**config.mk**
```make
export PLATFORM = sky130hd
export DESIGN_NAME = serial_byte_rx
export DESIGN_NICKNAME = d
export VERILOG_FILES = /design/src/rtl/serial_byte_rx.sv
export SDC_FILE = /design/constraint.sdc
export NUM_CORES = 1
export LEC_CHECK = 0
export BUFFER_PORTS_ARGS = -buffer_cell sky130_fd_sc_hd__buf_2
export CAP_MARGIN = 25
export CORE_ASPECT_RATIO = 1.4
export CORE_UTILIZATION = 50
export CTS_CLUSTER_DIAMETER = 200
export CTS_CLUSTER_SIZE = 10
export DETAILED_ROUTE_END_ITERATION = 7
export PLACE_DENSITY = 0.76
export SYNTH_ARGS = -nofsm -noshare
export SYNTH_HDL_FRONTEND = slang
export SYNTH_SLANG_ARGS = --single-unit
```
**constraint.sdc**
```tcl
create_clock -name hz100 -period 1.85 [get_ports hz100]
set_clock_uncertainty 0.15 [all_clocks]
set_input_delay 0.0925 -clock hz100 [delete_from_list [all_inputs] [get_ports hz100]]
set_output_delay 0.0925 -clock hz100 [all_outputs]
set_load 0.1 [all_outputs]
```
**src/rtl/serial_byte_rx.sv**
```systemverilog
// serial_byte_rx: asynchronous serial receiver (8N1, or 8E1 when SERIAL_RX_PARITY_EN is defined)
// with a one-deep holding register, a one-cycle frame_err pulse and a sticky overrun flag.
module serial_byte_rx #(
    parameter int DATA_BITS    = 8,
    parameter int CLKS_PER_BIT = 16
) (
    input  logic                 hz100,
    input  logic                 reset_n,
    input  logic                 rxd,
    input  logic                 ack,
    output logic [DATA_BITS-1:0] rxdata,
    output logic                 rxready,
    output logic                 frame_err,
    output logic                 overrun
);

    localparam int CW = $clog2(CLKS_PER_BIT);
    localparam int IW = (DATA_BITS > 1) ? $clog2(DATA_BITS) : 1;
    localparam logic [CW-1:0] CNT_MID  = CW'(CLKS_PER_BIT / 2 - 1);
    localparam logic [CW-1:0] CNT_LAST = CW'(CLKS_PER_BIT - 1);
    localparam logic [IW-1:0] IDX_LAST = IW'(DATA_BITS - 1);

    typedef enum logic [2:0] {
        ST_IDLE   = 3'd0,
        ST_START  = 3'd1,
        ST_DATA   = 3'd2,
        ST_STOP   = 3'd3,
        ST_WAITHI = 3'd4
`ifdef SERIAL_RX_PARITY_EN
        , ST_PARITY = 3'd5
`endif
    } state_e;

    // Whole FSM context in one struct so a checker can bind to r_fsm directly.
    typedef struct packed {
        state_e          state;
        logic [CW-1:0]   count;
        logic [IW-1:0]   bitidx;
    } fsm_t;

    logic [1:0]           r_sync;
    fsm_t                 r_fsm;
    fsm_t                 w_fsm_nxt;
    logic [DATA_BITS-1:0] r_shreg;
    logic                 r_deliver;
    logic                 r_frame_err;
    logic [DATA_BITS-1:0] r_rxdata;
    logic                 r_rxready;
    logic                 r_overrun;

    logic w_rxs;
    logic w_data_smp;
    logic w_stop_smp;
    logic w_par_bad;
    logic w_frame_good;
    logic w_frame_bad;

    assign w_rxs = r_sync[1];

    always_ff @(posedge hz100 or negedge reset_n) begin
        if (!reset_n) begin
            r_sync <= 2'b11;
        end else begin
            r_sync <= {r_sync[0], rxd};
        end
    end

    // FSM process 1: state register
    always_ff @(posedge hz100 or negedge reset_n) begin
        if (!reset_n) begin
            r_fsm <= '{state: ST_IDLE, count: '0, bitidx: '0};
        end else begin
            r_fsm <= w_fsm_nxt;
        end
    end

    // FSM process 2: next state
    always_comb begin
        w_fsm_nxt       = r_fsm;
        w_fsm_nxt.count = r_fsm.count + 1'b1;
        case (r_fsm.state)
            ST_IDLE: begin
                w_fsm_nxt.count = '0;
                if (!w_rxs) begin
                    w_fsm_nxt.state = ST_START;
                end
            end
            ST_START: begin
                if (r_fsm.count == CNT_MID) begin
                    w_fsm_nxt.count  = '0;
                    w_fsm_nxt.bitidx = '0;
                    w_fsm_nxt.state  = w_rxs ? ST_IDLE : ST_DATA;
                end
            end
            ST_DATA: begin
                if (r_fsm.count == CNT_LAST) begin
                    w_fsm_nxt.count  = '0;
                    w_fsm_nxt.bitidx = r_fsm.bitidx + 1'b1;
                    if (r_fsm.bitidx == IDX_LAST) begin
                        w_fsm_nxt.bitidx = '0;
`ifdef SERIAL_RX_PARITY_EN
                        w_fsm_nxt.state  = ST_PARITY;
`else
                        w_fsm_nxt.state  = ST_STOP;
`endif
                    end
                end
            end
`ifdef SERIAL_RX_PARITY_EN
            ST_PARITY: begin
                if (r_fsm.count == CNT_LAST) begin
                    w_fsm_nxt.count = '0;
                    w_fsm_nxt.state = ST_STOP;
                end
            end
`endif
            ST_STOP: begin
                if (r_fsm.count == CNT_LAST) begin
                    w_fsm_nxt.count = '0;
                    w_fsm_nxt.state = w_frame_good ? ST_IDLE : ST_WAITHI;
                end
            end
            ST_WAITHI: begin
                w_fsm_nxt.count = '0;
                if (w_rxs) begin
                    w_fsm_nxt.state = ST_IDLE;
                end
            end
            default: begin
                w_fsm_nxt.state  = ST_IDLE;
                w_fsm_nxt.count  = '0;
                w_fsm_nxt.bitidx = '0;
            end
        endcase
    end

    // FSM process 3: sample strobes and frame verdict
    always_comb begin
        w_data_smp   = (r_fsm.state == ST_DATA) && (r_fsm.count == CNT_LAST);
        w_stop_smp   = (r_fsm.state == ST_STOP) && (r_fsm.count == CNT_LAST);
        w_frame_good = w_stop_smp && w_rxs && !w_par_bad;
        w_frame_bad  = w_stop_smp && !(w_rxs && !w_par_bad);
    end

`ifdef SERIAL_RX_PARITY_EN
    logic r_par_err;
    logic w_par_smp;

    assign w_par_smp = (r_fsm.state == ST_PARITY) && (r_fsm.count == CNT_LAST);
    assign w_par_bad = r_par_err;

    // Even parity: the received bit must equal the XOR of the data bits.
    always_ff @(posedge hz100 or negedge reset_n) begin
        if (!reset_n) begin
            r_par_err <= 1'b0;
        end else if (w_par_smp) begin
            r_par_err <= w_rxs ^ (^r_shreg);
        end
    end
`else
    assign w_par_bad = 1'b0;
`endif

    // Consumer handshake: rxready=1 means rxdata holds an unread byte; ack=1 while
    // rxready=1 pops it on the next edge. A byte arriving with rxready still high and
    // no ack in that same cycle is dropped and sets overrun until the next pop.
    always_ff @(posedge hz100 or negedge reset_n) begin
        if (!reset_n) begin
            r_shreg     <= '0;
            r_deliver   <= 1'b0;
            r_frame_err <= 1'b0;
            r_rxdata    <= '0;
            r_rxready   <= 1'b0;
            r_overrun   <= 1'b0;
        end else begin
            r_deliver   <= w_frame_good;
            r_frame_err <= w_frame_bad;
            if (w_data_smp) begin
                r_shreg <= {w_rxs, r_shreg[DATA_BITS-1:1]};
            end
            if (r_deliver) begin
                if (!r_rxready || ack) begin
                    r_rxdata  <= r_shreg;
                    r_rxready <= 1'b1;
                end else begin
                    r_overrun <= 1'b1;
                end
            end else if (ack && r_rxready) begin
                r_rxready <= 1'b0;
                r_overrun <= 1'b0;
            end
        end
    end

    assign rxdata    = r_rxdata;
    assign rxready   = r_rxready;
    assign frame_err = r_frame_err;
    assign overrun   = r_overrun;

endmodule

```
==> results.sh <==
export IMPL_h_tree_depth=2
export IMPL_grt_max_degree=33
export IMPL_final_nets=133
export IMPL_synth_top_cell_area_share_pct=55.5
export IMPL_layout_setup_ws_ps=34.6
export IMPL_cp_slowest_cell="dfrtp_1"
export IMPL_synth_area_leaders="dfrtp_1, mux2_2, dfstp_2"
export IMPL_crit_arrival_ps=1890
export IMPL_reg2reg_depth=6
export IMPL_grtUsageTotal_pct=17.1
export IMPL_syn_inst=100
export IMPL_holdWs_ps=170
export IMPL_synth_area_um2=1350
export IMPL_area_growth_syn_to_layout_pct=20.2
export IMPL_io_pins=15
export IMPL_fin_crit_sh_pct=98.1
export IMPL_routed_wl_mm=2.13
export IMPL_powerDensity_nw_per_um2=991
export IMPL_fin_cells=163
export IMPL_fin_crit_ps=1820
export IMPL_std_cell_rows=22
export IMPL_slew_headroom_pct=55.2
export IMPL_path_depth=6
export IMPL_grt_pass1_vias=843
export IMPL_pre_cts_slack_ps=28.1
export IMPL_worst_pin_slew_ps=672
export IMPL_ys_ff_latch=32
export IMPL_cts_buffer_depth=2
export IMPL_cts_tree="done"
export IMPL_n_antenna_cell=0
export IMPL_status="complete, no violations"
export IMPL_crit_chain="ha_1 -> ha_2 -> inv_2 -> mux2i_2 -> o311ai_4 -> mux2_4"
export IMPL_slowest_delay_ps=390
export IMPL_drc_errors=0
export IMPL_coreArea_um2=2590
export IMPL_numPortBuffers=14
export IMPL_ant_nets=0
export IMPL_gr_total_overflow=0
export IMPL_final_layout_size_suffix_gt1_share_pct=43.3
export IMPL_gp_congestion=0.842
export IMPL_yosysUniqueCellTypes=30
export IMPL_cts_root_buffer="clkbuf_4"
export IMPL_ys_warn_count=0
export IMPL_fill_cells=220
export IMPL_ys_seq_area_share_pct=59.3
export IMPL_finalCoreUtilization_pct=62.9
export IMPL_start_util_pct=52.3
export IMPL_grt_pass1_wl_mm=3.53
export IMPL_path_delay_family="multiplexers"
export IMPL_die_x_um=46.0
export IMPL_final_setup_viol_count=0
export IMPL_clkSlewWorstSetupHoldPaths_ps=100
export IMPL_required_ps=1930
export IMPL_min_path_type="primary input to async pin"
export IMPL_start_kind="register"
export IMPL_via_count=858
export IMPL_drt_first_pass_iters=4
export IMPL_vdd_drop_max_uv=892
export IMPL_wire_per_inst_um=13.1
export IMPL_worstSetupEndpoint="r_fsm[7]"
export IMPL_dpl_cell_count=151
export IMPL_die_h_um=63.6
export IMPL_cts_sinks=32
export IMPL_finalHoldViolCount=0
export IMPL_path_buf_inv=1
export IMPL_initialDrtViolationCount=19
export IMPL_crit_fanout=2
export IMPL_yosysTopAreaCell="dfrtp_1"
export IMPL_critPathCaptureType="register"
export IMPL_timing_rr_start="r_fsm[0]"
export IMPL_tns_ps=0
export IMPL_p_leak_nw=0.824
export IMPL_crit_start="r_fsm[0]"
export IMPL_cts_made_buffers=5
export IMPL_dp_hpwl_mm=1.49
export IMPL_timing_fmax_ghz=0.551
export IMPL_r2r_slack_ps=30
export IMPL_clock_latency_ps=330
export IMPL_path_class="register to register"
export IMPL_cap_violations=0
export IMPL_r2r_end="r_fsm[7]"
export IMPL_avgViaCountPerCell=5.26
export IMPL_antenna_found_initial=0
export IMPL_synthesis_nets=107
export IMPL_drv_slew=0
export IMPL_syn_area_per_cell_um2=13.5
export IMPL_die_area_um2=2920
## state kept, by name (all words and copies together) (netlist names)
name	cells
overrun	1
r_deliver	1
rxready	1
r_sync	2
frame_err	1
r_fsm	10
rxdata	8
r_shreg	8
## power breakdown
group	leakage (nW)	internal [W]	switching [W]	total, W
combinational	0.344	0.000127	0.000125	0.000252
sequential	0.429	0.000741	0.0000313	0.000772
clock	0.0515	0.000359	0.000230	0.000589
## through the flow
stage | instance area, um2 | power [W]
after global routing | 1630 | 0.00169
after CTS | 1610 | 0.00163
after floorplan | 1360 | 0.000969
final | 1630 | 0.00161
after global placement | 1490 | 0.00102
after detailed placement | 1490 | 0.00103
## layout make-up
cell class	instances	area [um2]	area share, %
well taps	36	45.0	2.77
clock buffers	7	65.1	4.00
inverters	5	18.8	1.15
multi-input cells	59	519	31.9
flip-flops and latches	32	805	49.4
repair buffers	23	145	8.92
clock inverters	1	30.0	1.84
## placed cells by master (no fill, tap or decap), drive strengths merged
| cell type | Yosys | routed |
|---|---|---|
| o31ai | 1 | 1 |
| mux2i | 1 | 1 |
| nand3b | 2 | 2 |
| nand2b | 2 | 2 |
| mux2 | 19 | 19 |
| o21ai | 2 | 2 |
| nand3 | 2 | 2 |
| o22ai | 1 | 1 |
| buf | 3 | 20 |
| dfstp | 2 | 2 |
| bufinv | 0 | 1 |
| inv | 5 | 5 |
| nor3 | 1 | 1 |
| o311ai | 1 | 1 |
| and4b | 2 | 2 |
| and2b | 1 | 1 |
| a22o | 1 | 1 |
| o41ai | 1 | 1 |
| a311o | 1 | 1 |
| xor2 | 1 | 1 |
| dlygate4sd3 | 0 | 3 |
| o2bb2ai | 1 | 1 |
| dfrtp | 30 | 30 |
| xnor2 | 2 | 2 |
| clkbuf | 1 | 7 |
| a21oi | 2 | 2 |
| nand2 | 4 | 4 |
| nor2 | 7 | 7 |
| ha | 3 | 3 |
| a211oi | 1 | 1 |
## synthesized netlist by cell type
master	n
nor3_1	1
a311o_1	1
nor2_1	7
o22ai_1	1
mux2i_1	1
o31ai_1	1
buf_4	1
dfstp_2	2
inv_1	5
clkbuf_1	1
o21ai_0	2
a211oi_1	1
xnor2_1	2
xor2_1	1
nand2_1	4
nand3_1	2
mux2_2	17
and4b_1	2
dfrtp_1	30
and2b_1	1
o2bb2ai_1	1
buf_2	2
a22o_1	1
mux2_4	2
o311ai_4	1
nand3b_1	2
nand2b_1	2
a21oi_1	2
ha_1	3
o41ai_1	1
## kinds of logic (layout without fill, tap and decap cells)
kind of cell    after synthesis  in the layout  synth area share, %
mux                          20             20                 17.1
simple gates                 21             21                 8.23
compound gates               12             12                 7.67
xor+xnor                      3              3                 1.94
fa+ha+maj                     3              3                 2.77
flops                        32             32                 59.3
buf+inv                       9             36                 2.96
## per-layer routing
metal	part of all wire (%)	up-vias	GRT usage, %
met3	4.6	5	6.88
met5	0	-	0
met2	52	27	28.5
met4	2.4	0	7.72
li1	-	405	-
met1	41	421	17.8
## repair_timing
action,in CTS,in global routing
setup endpoints to repair,0,2
hold buffers,3,0
endpoints found under the hold margin,33,0
setup buffers,0,1
gates resized for setup,0,4
## worst min-delay path by stage
stage | start | endpoint | slack (ps) | depth (start not counted)
global route | r_sync[0] | r_sync[1] | 220 | 0
finish | reset_n | rxdata[2] | 170 | 2
detailed placement | reset_n | overrun | 30 | 1
floorplan | reset_n | frame_err | -350 | 0
CTS | reset_n | r_fsm[7] | 200 | 2
global placement | reset_n | rxdata[0] | 20 | 1
No activity file was read; power rests on OpenSTA's default activity.
